**src/rtl/stepper_pkg.sv**
```systemverilog
// Shared types and constants for the stepper driver.
//   state_t          : controller states IDLE / MOVE / SETTLE
//   dir_t            : step direction
//   HALF_STEP_TABLE  : coil pattern {A,B,C,D} for each half-step phase 0..7
//   next_phase()     : phase advance modulo 8 in the given direction
package stepper_pkg;

    typedef enum logic [1:0] {
        IDLE   = 2'd0,
        MOVE   = 2'd1,
        SETTLE = 2'd2
    } state_t;

    typedef enum logic {
        DIR_POS = 1'b0,
        DIR_NEG = 1'b1
    } dir_t;

    // Element [0] is the last entry of the concatenation.
    localparam logic [7:0][3:0] HALF_STEP_TABLE = {
        4'b1001, 4'b0001, 4'b0011, 4'b0010,
        4'b0110, 4'b0100, 4'b1100, 4'b1000
    };

    // 3-bit arithmetic gives the modulo-8 wrap for free.
    function automatic logic [2:0] next_phase(input logic [2:0] phase, input dir_t dir);
        return (dir == DIR_POS) ? phase + 3'd1 : phase - 3'd1;
    endfunction

endpackage

```
**src/rtl/stepper_tick_timer.sv**
```systemverilog
// Loadable down-counter shared by step spacing and settle timing.
//   clock, reset : clock and asynchronous active-high reset
//   load         : load load_value (highest priority)
//   clear        : force count to zero
//   run          : decrement while non-zero
//   load_value   : value taken on load
//   tc           : terminal count, high while the count is zero
module stepper_tick_timer #(
    parameter int W = 24
) (
    input  logic         clock,
    input  logic         reset,
    input  logic         load,
    input  logic         clear,
    input  logic         run,
    input  logic [W-1:0] load_value,
    output logic         tc
);

    logic [W-1:0] count_reg;

    always_ff @(posedge clock or posedge reset) begin
        if (reset) begin
            count_reg <= '0;
        end else if (load) begin
            count_reg <= load_value;
        end else if (clear) begin
            count_reg <= '0;
        end else if (run && (count_reg != '0)) begin
            count_reg <= count_reg - W'(1);
        end
    end

    assign tc = (count_reg == '0);

endmodule

```
**src/rtl/stepper_driver.sv**
```systemverilog
// Half-step unipolar stepper driver with hardware step timer.
// Software writes target and period and polls busy/done.
//   clock, reset : system clock, asynchronous active-high reset
//   enable       : 0 aborts motion and de-energises the coils
//   load         : 1-cycle strobe latching target and period
//   target       : signed absolute target position (half-steps)
//   period       : clock cycles between half-steps (clamped to MIN_PERIOD)
//   busy         : high in MOVE or SETTLE
//   done         : 1-cycle pulse when the settle hold expires
//   step_pulse   : 1-cycle pulse with every position update
//   position     : current signed position (half-steps)
//   coils        : coil drive {A,B,C,D}
module stepper_driver
    import stepper_pkg::*;
#(
    parameter int POS_W         = 16,
    parameter int PER_W         = 24,
    parameter int MIN_PERIOD    = 50000,
    parameter int SETTLE_CYCLES = 1000000
) (
    input  logic                    clock,
    input  logic                    reset,
    input  logic                    enable,
    input  logic                    load,
    input  logic signed [POS_W-1:0] target,
    input  logic        [PER_W-1:0] period,
    output logic                    busy,
    output logic                    done,
    output logic                    step_pulse,
    output logic signed [POS_W-1:0] position,
    output logic              [3:0] coils
);

    localparam logic [PER_W-1:0] MIN_PER       = PER_W'(MIN_PERIOD);
    localparam logic [PER_W-1:0] SETTLE_RELOAD = PER_W'(SETTLE_CYCLES - 1);

    state_t                    state_reg, state_next;
    logic signed [POS_W-1:0]   tgt_reg, tgt_next;
    logic signed [POS_W-1:0]   pos_reg, pos_next;
    logic        [PER_W-1:0]   per_reg, per_next;
    logic        [PER_W-1:0]   per_clamped;
    logic              [2:0]   phase_reg, phase_next;
    logic                      done_reg, done_next;
    logic                      step_reg, step_next;
    logic              [3:0]   coils_reg, coils_next;
    dir_t                      step_dir;

    logic                      timer_load;
    logic                      timer_clear;
    logic                      timer_run;
    logic        [PER_W-1:0]   timer_value;
    logic                      timer_tc;

    stepper_tick_timer #(
        .W (PER_W)
    ) u_timer (
        .clock      (clock),
        .reset      (reset),
        .load       (timer_load),
        .clear      (timer_clear),
        .run        (timer_run),
        .load_value (timer_value),
        .tc         (timer_tc)
    );

    assign per_clamped = (period < MIN_PER) ? MIN_PER : period;
    assign step_dir    = (tgt_reg > pos_reg) ? DIR_POS : DIR_NEG;

    always_comb begin
        state_next  = state_reg;
        tgt_next    = tgt_reg;
        per_next    = per_reg;
        pos_next    = pos_reg;
        phase_next  = phase_reg;
        done_next   = 1'b0;
        step_next   = 1'b0;
        timer_load  = 1'b0;
        timer_clear = 1'b0;
        timer_run   = 1'b0;
        timer_value = '0;

        if (!enable) begin
            state_next  = IDLE;
            timer_clear = 1'b1;
        end else begin
            // A due step is taken even if a new command arrives this cycle,
            // so the retarget decision below sees the updated position.
            if ((state_reg == MOVE) && timer_tc) begin
                step_next  = 1'b1;
                phase_next = next_phase(phase_reg, step_dir);
                pos_next   = (step_dir == DIR_POS) ? pos_reg + POS_W'(1)
                                                   : pos_reg - POS_W'(1);
            end

            if (load) begin
                tgt_next   = target;
                per_next   = per_clamped;
                timer_load = 1'b1;
                if (target == pos_next) begin
                    state_next  = SETTLE;
                    timer_value = SETTLE_RELOAD;
                end else begin
                    state_next  = MOVE;
                    timer_value = per_clamped - PER_W'(1);
                end
            end else begin
                case (state_reg)
                    MOVE: begin
                        if (timer_tc) begin
                            timer_load = 1'b1;
                            if (pos_next == tgt_reg) begin
                                state_next  = SETTLE;
                                timer_value = SETTLE_RELOAD;
                            end else begin
                                timer_value = per_reg - PER_W'(1);
                            end
                        end else begin
                            timer_run = 1'b1;
                        end
                    end
                    SETTLE: begin
                        if (timer_tc) begin
                            state_next = IDLE;
                            done_next  = 1'b1;
                        end else begin
                            timer_run = 1'b1;
                        end
                    end
                    default: ;
                endcase
            end
        end
    end

    // Coil pattern follows the registered phase, so it lags a phase change by one cycle.
    for (genvar gi = 0; gi < 4; gi++) begin : g_coil
        assign coils_next[gi] = enable & HALF_STEP_TABLE[phase_reg][gi];
    end

    always_ff @(posedge clock or posedge reset) begin
        if (reset) begin
            state_reg <= IDLE;
        end else begin
            state_reg <= state_next;
        end
    end

    always_ff @(posedge clock or posedge reset) begin
        if (reset) begin
            tgt_reg   <= '0;
            per_reg   <= '0;
            pos_reg   <= '0;
            phase_reg <= '0;
            done_reg  <= 1'b0;
            step_reg  <= 1'b0;
            coils_reg <= '0;
        end else begin
            tgt_reg   <= tgt_next;
            per_reg   <= per_next;
            pos_reg   <= pos_next;
            phase_reg <= phase_next;
            done_reg  <= done_next;
            step_reg  <= step_next;
            coils_reg <= coils_next;
        end
    end

    assign busy       = (state_reg != IDLE);
    assign done       = done_reg;
    assign step_pulse = step_reg;
    assign position   = pos_reg;
    assign coils      = coils_reg;

endmodule

```
**config.mk**
```make
export PLATFORM = sky130hd
export DESIGN_NAME = stepper_driver
export DESIGN_NICKNAME = d
export VERILOG_FILES = /design/src/rtl/stepper_pkg.sv /design/src/rtl/stepper_tick_timer.sv /design/src/rtl/stepper_driver.sv
export SDC_FILE = /design/constraint.sdc
export NUM_CORES = 1
export LEC_CHECK = 0
export ABC_AREA = 1
export CAP_MARGIN = 15
export CORE_MARGIN = 8
export CORE_UTILIZATION = 60
export CTS_BUF_LIST = sky130_fd_sc_hd__clkbuf_4 sky130_fd_sc_hd__clkbuf_8 sky130_fd_sc_hd__clkbuf_16
export DETAILED_ROUTE_END_ITERATION = 8
export MAX_ROUTING_LAYER = met4
export PLACE_DENSITY_LB_ADDON = 0.12
export SLEW_MARGIN = 20
export SYNTH_ARGS = -nofsm -noshare
export SYNTH_HDL_FRONTEND = slang
export SYNTH_HIERARCHICAL = 1
export SYNTH_SLANG_ARGS = --single-unit
export TNS_END_PERCENT = 1
```
**constraint.sdc**
```tcl
create_clock -name clock -period 5.2 [get_ports clock]
set_input_delay 0.52 -clock clock [delete_from_list [all_inputs] [get_ports clock]]
set_output_delay 0.52 -clock clock [all_outputs]
set_load 0.05 [all_outputs]
```
==> results.yml, run 1 <==
cts:
  cts.hold.buffers_added: 0
  htreeDepth: 3
  tritoncts: "done"
  cts.root.buffer_cell: "sky130_fd_sc_hd__clkbuf_16"
  path_clk_slew_ns: 0.07
  cts_post_setup_buffers_inserted: 0
  worst_skew_pair.late_latency_ns: 0.35
  cts.sink_count: 91
  numCtsBuffers: 9
  cts-resized-gates: 0
  cts-root-to-sink-buffers: 2
worst_setup_path:
  r2r-start: "position[13]"
  critPathRequiredTime_ns: 5.44
  critical_path_startpoint: "position[13]"
  reg2reg_depth: 32
  crit_path_start_kind: "flip-flop"
  timing.critical_path.fanout_max: 20
  critical-path-top-cell-by-count: "sky130_fd_sc_hd__nand2_1"
  timing.critical_path.to_type: "flip-flop"
  timing.critical_path.slowest_cell_delay_ns: 0.44
  timing.critical_path.arrival_ns: 4.98
  critical_path.slowest_cell: "sky130_fd_sc_hd__dfrtp_1"
  path_class: "reg2reg"
floorplanning:
  core.rowCount: 43
  design.die.area_mm2: 0.0181
  ios: 67
  chipHeight_um: 134
  core_mm2: 0.0138
  chipWidth_um: 134
  floorplan.initialDensity_pct: 61.1
hold_path:
  min-delay-start: "per_reg[22]"
  hold_path_depth: 2
  hold_path.class: "reg2reg"
yosys:
  postSynthNetCount: 1423
  postSynthAreaPerCell_um2: 6.29
  synth_area_mm2: 0.00842
  synthCells: 1339
  synth.lib_cells_used.distinct: 44
  synth.ff_latch_count: 91
  yosysWarningCount: 6
  synth_sequential_area_ratio_pct: 27.1
global_routing:
  grt.overflow.total: 0
  aggregate_global_route_resource_usage_pct: 27.4
  grt_pass1_wl_um: 39300
  first_global_vias: 7939
  antenna_found_initial: 1
  largest_net_degree_at_the_start_of_global_routing: 69
finish:
  stdcell_count: 1576
  synthToLayoutAreaGrowth_pct: 12.8
  num-nets-final: 1474
  final_layout_size_suffix_gt1_share_pct: 7.03
  finalInstanceArea_mm2: 0.00949
sta:
  final_min_period_over_clock_period_pct: 91.1
  max_slew.worst_pin.slew_ns: 0.919
  final.min_clock_period_ns: 4.74
  hold_ws_ns: 0.487
  fin_tns_setup_ns: 0
  timing.slew.headroom_pct: 38.5
  grt_setup_unrepaired: "false"
  report.final.slew_viol_count: 0
  worst_clock_skew_on_the_final_layout_ns: 0.00682
  fmaxAchievable_mhz: 211
  setup_viol: 0
  final_hold_violation_count: 0
placed_design:
  detailedPlacementHpwl_um: 17800
  placement.io_buffers: 66
  placed_area_mm2: 0.00917
  place_congestion: 1.01
  placed_cells_incl_taps: 1558
route:
  vias: 8642
  wire_per_inst_um: 15.0
  count_of_antenna_violating_nets_left_after_detailed_routing: 0
  iteration_count_of_the_initial_detailed_routing_pass: 6
  drt-vias-per-instance: 5.48
  detail_route.wirelength_um: 23700
  drt_first_iter_violations: 857
  remaining_drc_errors: 0
power:
  pwr_density_cell_mw_per_mm2: 342
  vdd.ir_drop.worst_mv: 0.213
  power.static_leakage_uw: 0.00488
run_status:
  run_status: "complete, no violations"
flow_run:
  max_cap_viol_count: 0
==> area by class of cell <==
type	count	area, µm²
Clock inverter	7	76.3
Clock buffer	9	225
Antenna cell	1	2.50
Tap cell	180	225
Fill cell	1319	4280
Inverter	174	656
Timing Repair Buffer	76	734
Sequential cell	91	2280
Multi-Input combinational cell	1038	5290
==> synth_stat cells <==
cell,number,share of area (%)
sky130_fd_sc_hd__nand2_4,4,0.54
sky130_fd_sc_hd__a31oi_1,1,0.074
sky130_fd_sc_hd__nor2_1,171,7.6
sky130_fd_sc_hd__o22ai_1,2,0.15
sky130_fd_sc_hd__ha_1,38,5.6
sky130_fd_sc_hd__o211ai_1,1,0.089
sky130_fd_sc_hd__nor4_1,1,0.074
sky130_fd_sc_hd__o21ai_0,80,4.8
sky130_fd_sc_hd__inv_2,3,0.13
sky130_fd_sc_hd__nand3_4,2,0.42
sky130_fd_sc_hd__nand2_2,15,1.1
sky130_fd_sc_hd__a21oi_1,37,2.2
sky130_fd_sc_hd__or2_2,2,0.15
sky130_fd_sc_hd__buf_4,4,0.36
sky130_fd_sc_hd__o21ai_1,10,0.59
sky130_fd_sc_hd__nor3_1,11,0.65
sky130_fd_sc_hd__a21boi_0,1,0.089
sky130_fd_sc_hd__o21bai_1,3,0.27
sky130_fd_sc_hd__inv_1,170,7.6
sky130_fd_sc_hd__nand2_1,414,18
sky130_fd_sc_hd__nor3_2,5,0.59
sky130_fd_sc_hd__a21o_1,1,0.089
sky130_fd_sc_hd__nor3b_1,1,0.089
sky130_fd_sc_hd__nor2_2,9,0.67
sky130_fd_sc_hd__a21oi_2,5,0.52
sky130_fd_sc_hd__clkbuf_1,18,0.80
sky130_fd_sc_hd__nor2_8,1,0.24
sky130_fd_sc_hd__xnor2_1,14,1.5
sky130_fd_sc_hd__o31ai_1,6,0.54
sky130_fd_sc_hd__nand3b_1,9,0.80
sky130_fd_sc_hd__inv_4,1,0.074
sky130_fd_sc_hd__o21ai_2,5,0.52
sky130_fd_sc_hd__a211oi_1,1,0.089
sky130_fd_sc_hd__nor2_4,6,0.80
sky130_fd_sc_hd__nand3_2,8,0.95
sky130_fd_sc_hd__nand4_2,1,0.15
sky130_fd_sc_hd__buf_6,6,0.80
sky130_fd_sc_hd__xor2_1,32,3.3
sky130_fd_sc_hd__nand4_1,18,1.3
sky130_fd_sc_hd__buf_2,7,0.42
sky130_fd_sc_hd__buf_1,2,0.089
sky130_fd_sc_hd__fa_1,2,0.48
sky130_fd_sc_hd__nand3_1,120,7.1
sky130_fd_sc_hd__dfrtp_1,91,27
==> worst max-delay path, delay by kind of cell (launching register included) <==
family	cells	cell delay, ns
simple gates	24	2.68
fa+ha+maj	2	0.69
compound gates	4	0.55
buf+inv	2	0.26
flops	1	0.44
==> where the power goes <==
group          internal, µW  total [µW]  switching, µW
Combinational           567        1640           1080
Sequential              808         925            118
Clock                   376         679            302
Total                  1750        3250           1500
==> layout by cell type (no fill, tap or decap), types with 3 or more instances in the layout <==
| cell type | n |
|---|---|
| sky130_fd_sc_hd__a21oi_1 | 37 |
| sky130_fd_sc_hd__a21oi_2 | 5 |
| sky130_fd_sc_hd__buf_4 | 9 |
| sky130_fd_sc_hd__clkbuf_16 | 9 |
| sky130_fd_sc_hd__clkdlybuf4s50_1 | 65 |
| sky130_fd_sc_hd__dfrtp_1 | 91 |
| sky130_fd_sc_hd__ha_1 | 38 |
| sky130_fd_sc_hd__inv_1 | 168 |
| sky130_fd_sc_hd__inv_2 | 4 |
| sky130_fd_sc_hd__nand2_1 | 413 |
| sky130_fd_sc_hd__nand2_2 | 16 |
| sky130_fd_sc_hd__nand2_4 | 4 |
| sky130_fd_sc_hd__nand3_1 | 120 |
| sky130_fd_sc_hd__nand3_2 | 9 |
| sky130_fd_sc_hd__nand3b_1 | 9 |
| sky130_fd_sc_hd__nand4_1 | 18 |
| sky130_fd_sc_hd__nor2_1 | 171 |
| sky130_fd_sc_hd__nor2_2 | 9 |
| sky130_fd_sc_hd__nor2_4 | 6 |
| sky130_fd_sc_hd__nor3_1 | 10 |
| sky130_fd_sc_hd__nor3_2 | 6 |
| sky130_fd_sc_hd__o21ai_0 | 80 |
| sky130_fd_sc_hd__o21ai_1 | 10 |
| sky130_fd_sc_hd__o21ai_2 | 5 |
| sky130_fd_sc_hd__o21bai_1 | 3 |
| sky130_fd_sc_hd__o31ai_1 | 6 |
| sky130_fd_sc_hd__xnor2_1 | 14 |
| sky130_fd_sc_hd__xor2_1 | 32 |
==> per-layer routing <==
layer / vias to the layer above / share of wire (%) / track usage [%]
li1: 4348 / - / -
met1: 3898 / 47 / 38.4
met2: 370 / 44 / 39.5
met3: 26 / 7.6 / 5.20
met4: 0 / 1.3 / 7.30
met5: - / 0 / -
==> final timing paths <==
| kind | endpoint | slack (ns) |
|---|---|---|
| max | u_timer/count_reg[23] | 0.46 |
| min | per_reg[22] | 0.49 |
| max reg2reg | u_timer/count_reg[23] | 0.46 |
| min reg2reg | per_reg[22] | 0.49 |
| max in group asynchronous | per_reg[8] | 3.81 |
| min in group asynchronous | u_timer/count_reg[23] | 0.61 |
==> logic make-up (layout without fill, tap and decap cells) <==
logic type	Yosys count	count (layout)	share of synthesized area [%]
simple gates	798	799	41.8
buf+inv	211	266	10.3
compound gates	153	153	9.97
flops	91	91	27.1
xor+xnor	46	46	4.79
fa+ha+maj	40	40	6.12
other cells	0	1	0
==> metrics by stage <==
| stage | setup slack, ns | util (%) | total power (µW) |
|---|---|---|---|
| after floorplan | 0.660 | - | 2150 |
| after detailed placement | 0.522 | 66.6 | 2540 |
| after global routing | 0.0396 | 68.9 | 3500 |
| final | 0.461 | 68.9 | 3250 |
| after CTS | 0.487 | 68.8 | 3230 |
| after global placement | 0.616 | 66.6 | 2520 |
Note: power is estimated with default switching activity, not from simulation.
==> run 2, diff against run 1 <==
--- a/config.mk
+++ b/config.mk
@@ -13,7 +13,6 @@
 export DETAILED_ROUTE_END_ITERATION = 8
 export MAX_ROUTING_LAYER = met4
 export PLACE_DENSITY_LB_ADDON = 0.12
-export SLEW_MARGIN = 20
 export SYNTH_ARGS = -nofsm -noshare
 export SYNTH_HDL_FRONTEND = slang
 export SYNTH_HIERARCHICAL = 1
==> run 2 against run 1 <==
Against the previous run:
- die area unchanged
- routed wire length grew 0.75%
- clock-buffer cell count is the same
- combinational power about the same
- clock skew about the same
- via count is 0.16% higher
- flip-flop and latch count unchanged
- global-route usage unchanged
- highest routed layer unchanged
==> results.yml, run 2 (synthesis gave the netlist of run 1 again) <==
run_status:
  run_status: "complete, no violations"
placed_design:
  placed_cells_incl_taps: 1558
  placement.io_buffers: 66
  detailedPlacementHpwl_um: 17800
  place_ws_ns: 0.522
  place_congestion: 1.01
sta:
  setup_viol: 0
  grt_setup_unrepaired: "false"
  final.min_clock_period_ns: 4.77
  max_slew.worst_pin.slew_ns: 0.968
  final_min_period_over_clock_period_pct: 91.7
  final.setup.worst_slack_ns: 0.433
  timing.slew.headroom_pct: 35.4
  hold_ws_ns: 0.494
  worst_clock_skew_on_the_final_layout_ns: 0.00634
  fmaxAchievable_mhz: 210
  fin_tns_setup_ns: 0
  report.final.slew_viol_count: 0
  final_hold_violation_count: 0
floorplanning:
  core_mm2: 0.0138
  floorplan.initialDensity_pct: 61.1
  chipHeight_um: 134
  ios: 67
  core.rowCount: 43
  design.die.area_mm2: 0.0181
  chipWidth_um: 134
worst_setup_path:
  timing.critical_path.fanout_max: 20
  path_class: "reg2reg"
  reg2reg_depth: 32
  critical_path.slowest_cell: "sky130_fd_sc_hd__dfrtp_1"
  timing.critical_path.to_type: "flip-flop"
  critPathRequiredTime_ns: 5.44
  crit_path_start_kind: "flip-flop"
  timing.critical_path.slowest_cell_delay_ns: 0.44
  critical-path-top-cell-by-count: "sky130_fd_sc_hd__nand2_1"
  timing.critical_path.arrival_ns: 5.01
global_routing:
  first_global_vias: 7939
  largest_net_degree_at_the_start_of_global_routing: 69
  aggregate_global_route_resource_usage_pct: 27.4
  antenna_found_initial: 0
  grt.overflow.total: 0
  grt_pass1_wl_um: 39300
power:
  power.static_leakage_uw: 0.00490
  report.power.total_uw: 3250
  power.switching_fraction_pct: 46.1
  sequentialPowerShare_pct: 28.4
  p_switching_uw: 1500
  vdd.ir_drop.worst_mv: 0.213
  p_clk_share_pct: 20.9
  p_comb_share_pct: 50.6
  internal_power_uw: 1750
  pwr_density_cell_mw_per_mm2: 342
flow_run:
  max_cap_viol_count: 0
route:
  iteration_count_of_the_initial_detailed_routing_pass: 5
  count_of_antenna_violating_nets_left_after_detailed_routing: 0
  wire_per_inst_um: 15.1
  remaining_drc_errors: 0
  drt_first_iter_violations: 867
  vias: 8656
  detail_route.wirelength_um: 23800
  drt-vias-per-instance: 5.49
cts:
  path_clk_slew_ns: 0.07
  worst_skew_pair.late_latency_ns: 0.35
  htreeDepth: 3
  tritoncts: "done"
  cts.sink_count: 91
  cts.root.buffer_cell: "sky130_fd_sc_hd__clkbuf_16"
  cts-root-to-sink-buffers: 2
  cts-resized-gates: 0
  cts_post_setup_buffers_inserted: 0
  numCtsBuffers: 9
  cts.hold.buffers_added: 0
finish:
  stdcell_count: 1576
  final_cell_mix: "413 x sky130_fd_sc_hd__nand2_1, 171 x sky130_fd_sc_hd__nor2_1, 169 x sky130_fd_sc_hd__inv_1"
  final_layout_size_suffix_gt1_share_pct: 7.02
  num-nets-final: 1475
  synthToLayoutAreaGrowth_pct: 13.1
  n_antenna_cell: 0
  layout_commonest_cell: "sky130_fd_sc_hd__nand2_1"
hold_path:
  hold_path_depth: 2
  hold_path.class: "reg2reg"
[run 2: cell types whose count changed in the layout (fill, tap and decap cells not counted)]
cell | previous run | this run
sky130_fd_sc_hd__buf_16 | 0 | 1
sky130_fd_sc_hd__buf_2 | 1 | 0
sky130_fd_sc_hd__clkdlybuf4s50_1 | 65 | 66
sky130_fd_sc_hd__clkinv_1 | 1 | 0
sky130_fd_sc_hd__diode_2 | 1 | 0
sky130_fd_sc_hd__inv_1 | 168 | 169
[run 2: worst paths after layout]
path	startpoint	to	slack, ns
worst max register to register	position[13]	u_timer/count_reg[23]	0.43
worst min-delay path	per_reg[22]	per_reg[22]	0.49
worst min register to register	per_reg[22]	per_reg[22]	0.49
min in group asynchronous	reset	u_timer/count_reg[23]	0.75
max in group asynchronous	reset	per_reg[12]	3.82
worst max-delay path	position[13]	u_timer/count_reg[23]	0.43
[run 2: power by group through the flow]
| stage | logic [µW] | clock network, µW | registers [µW] |
|---|---|---|---|
| floorplan | 1160 | 0 | 994 |
| global placement | 1590 | 0 | 933 |
| detailed placement | 1610 | 0 | 934 |
| CTS | 1620 | 685 | 922 |
| global route | 1860 | 712 | 937 |
| finish | 1650 | 682 | 926 |
[run 2: cell type report]
| cell class | count | area (µm²) |
|---|---|---|
| Tap cell | 180 | 225 |
| Inverter | 174 | 656 |
| Clock buffer | 9 | 225 |
| Clock inverter | 7 | 76.3 |
| Fill cell | 1314 | 4250 |
| Timing Repair Buffer | 77 | 767 |
| Sequential cell | 91 | 2280 |
| Multi-Input combinational cell | 1038 | 5290 |
[run 2: per-stage QoR]
step                      cell area, µm²  utilization, %
after detailed placement            9170            66.6
after CTS                           9470            68.8
after floorplan                     8420               -
after global routing                9520            69.1
after global placement              9170            66.6
final                               9520            69.1
[run 2: routing by layer]
metal / routed length [µm] / up-vias / track usage, %
met5: 0 / - / -
met3: 1800 / 35 / 5.20
met2: 10400 / 361 / 39.5
met1: 11200 / 3913 / 38.4
met4: 386 / 0 / 7.30
li1: - / 4347 / -
[run 2: critical path, delay by kind of cell (launching register included)]
| family | cells | cell delay (ns) |
|---|---|---|
| AOI/OAI and AO/OA | 4 | 0.57 |
| DFF | 1 | 0.44 |
| adders and majority gates | 2 | 0.69 |
| and+or+nand+nor | 24 | 2.71 |
| buffers and inverters | 2 | 0.27 |
==> run 3, diff against run 2 <==
--- a/config.mk
+++ b/config.mk
@@ -11,6 +11,7 @@
 export CORE_UTILIZATION = 60
 export CTS_BUF_LIST = sky130_fd_sc_hd__clkbuf_4 sky130_fd_sc_hd__clkbuf_8 sky130_fd_sc_hd__clkbuf_16
 export DETAILED_ROUTE_END_ITERATION = 8
+export GPL_TIMING_DRIVEN = 0
 export MAX_ROUTING_LAYER = met4
 export PLACE_DENSITY_LB_ADDON = 0.12
 export SYNTH_ARGS = -nofsm -noshare
==> run 3 against run 2 <==
Against the previous run:
- via count rose by 1.5%
- clock skew rose by 0.0047 ns
- cell area rose by 1.4%
==> results.yml, run 3 (synthesis gave the netlist of run 1 again) <==
worst_setup_path:
  critical-path-top-cell-by-count: "sky130_fd_sc_hd__nand2_1"
  timing.critical_path.fanout_max: 10
  timing.critical_path.slowest_cell_delay_ns: 0.40
  crit_path_start_kind: "flip-flop"
  critPathRequiredTime_ns: 5.48
  timing.critical_path.to_type: "flip-flop"
  critical_path.slowest_cell: "sky130_fd_sc_hd__dfrtp_1"
  path_class: "reg2reg"
  timing.critical_path.arrival_ns: 5.12
sta:
  hold_ws_ns: 0.503
  setup_viol: 0
  worst_clock_skew_on_the_final_layout_ns: 0.0110
  final_hold_violation_count: 0
  timing.slew.headroom_pct: 35.2
  final.min_clock_period_ns: 4.84
  max_slew.worst_pin.slew_ns: 0.970
  fmaxAchievable_mhz: 207
  grt_setup_unrepaired: "false"
  final_min_period_over_clock_period_pct: 93.1
  report.final.slew_viol_count: 0
floorplanning:
  chipHeight_um: 134
  ios: 67
  core_mm2: 0.0138
  core.rowCount: 43
  floorplan.initialDensity_pct: 61.1
  chipWidth_um: 134
  design.die.area_mm2: 0.0181
route:
  detail_route.wirelength_um: 24500
  met2_wirelength_um: 10900
  wl_met1_um: 11100
  vias: 8782
  remaining_drc_errors: 0
  highest-signal-layer: "met4"
  wl_met3_um: 1950
  count_of_antenna_violating_nets_left_after_detailed_routing: 0
  drt-vias-per-instance: 5.48
  drt_first_iter_violations: 941
  iteration_count_of_the_initial_detailed_routing_pass: 5
  wire_per_inst_um: 15.3
global_routing:
  grt_pass1_wl_um: 39700
  first_global_vias: 8138
  grt.overflow.total: 0
  largest_net_degree_at_the_start_of_global_routing: 68
  aggregate_global_route_resource_usage_pct: 27.8
  antenna_found_initial: 0
cts:
  cts.root.buffer_cell: "sky130_fd_sc_hd__clkbuf_16"
  worst_skew_pair.late_latency_ns: 0.36
  path_clk_slew_ns: 0.07
  numCtsBuffers: 9
  htreeDepth: 3
  cts-root-to-sink-buffers: 2
  tritoncts: "done"
  cts.sink_count: 91
power:
  p_switching_uw: 1520
  sequentialPowerShare_pct: 28.2
  vdd.ir_drop.worst_mv: 0.210
  p_comb_share_pct: 50.9
  power.static_leakage_uw: 0.00496
  p_clk_share_pct: 20.9
  internal_power_uw: 1760
  power.switching_fraction_pct: 46.3
  pwr_density_cell_mw_per_mm2: 340
placed_design:
  place_congestion: 0.997
  placed_cells_incl_taps: 1585
  placement.io_buffers: 66
  detailedPlacementHpwl_um: 19000
finish:
  final_cell_mix: "413 x sky130_fd_sc_hd__nand2_1, 171 x sky130_fd_sc_hd__nor2_1, 169 x sky130_fd_sc_hd__inv_1"
  num-nets-final: 1502
  n_antenna_cell: 0
  synthToLayoutAreaGrowth_pct: 14.7
  nFillCells: 1235
  stdcell_count: 1603
  layout_commonest_cell: "sky130_fd_sc_hd__nand2_1"
  finish.utilization_pct: 70.1
  final_layout_size_suffix_gt1_share_pct: 7.52
run_status:
  run_status: "complete, no violations"
flow_run:
  max_cap_viol_count: 0
hold_path:
  hold_path.class: "reg2reg"
run 3: changes by cell type in the layout (fill, tap and decap cells not counted), sizes merged:
cell    delta
clkbuf    +20
buf        +8
clkinv     -1
run 3: cell type report:
| cell class | count | area, µm² | share of cell area (%) |
|---|---|---|---|
| flip-flops and latches | 91 | 2280 | 23.6 |
| clock inverters | 6 | 71.3 | 0.739 |
| multi-input cells | 1038 | 5320 | 55.1 |
| well taps | 180 | 225 | 2.33 |
| inverters | 174 | 658 | 6.82 |
| repair buffers | 67 | 666 | 6.89 |
| clock buffers | 10 | 233 | 2.41 |
| plain buffers | 37 | 208 | 2.15 |
run 3: stage by stage:
step / setup WS (ns) / power [µW] / cell area, µm² / TNS (ns)
3_5_place_dp: -0.231 / 2540 / 9310 / -2.04
6_report: 0.358 / 3280 / 9650 / 0
3_3_place_gp: -0.205 / 2500 / 9300 / -1.53
2_1_floorplan: 0.660 / 2150 / 8420 / 0
4_1_cts: 0.103 / 3240 / 9610 / 0
5_1_grt: 0.0360 / 3530 / 9650 / 0
run 3: metal layers:
layer  vias up  GRT usage (%)
met2       328           42.5
li1       4421              -
met3        43           3.89
met4         0           8.73
met5         -              -
met1      3990           37.5
run 3: final timing paths:
kind                               from                    end  slack [ns]  cells after the start
max                        position[15]   u_timer/count_reg[3]        0.36                     28
min                         per_reg[22]            per_reg[22]        0.50                      2
max reg2reg                position[15]   u_timer/count_reg[3]        0.36                     28
min reg2reg                 per_reg[22]            per_reg[22]        0.50                      2
max in group asynchronous         reset  u_timer/count_reg[14]        3.82                      2
min in group asynchronous         reset               coils[2]        0.70                      2
run 3: critical path, delay by kind of cell, from the launching register on:
kind            cells  cell delay, ns
simple gates       13            1.79
compound gates      9            1.21
fa+ha+maj           2            0.61
buf+inv             3            0.45
flops               1            0.40
xor+xnor            1            0.29
run 3: power groups by stage:
| stage | Clock, µW | Sequential, µW | Combinational, µW |
|---|---|---|---|
| after floorplan | 0 | 994 | 1160 |
| after global placement | 0 | 934 | 1570 |
| after detailed placement | 0 | 936 | 1600 |
| after CTS | 697 | 923 | 1620 |
| after global routing | 719 | 941 | 1870 |
| final | 687 | 925 | 1670 |
run 3: timing repair:
item,CTS,global route
setup endpoints to repair,24,25
cloned,0,1
pin swaps,0,1
gates resized for setup,1,5
setup buffers,0,0
hold buffers,0,0
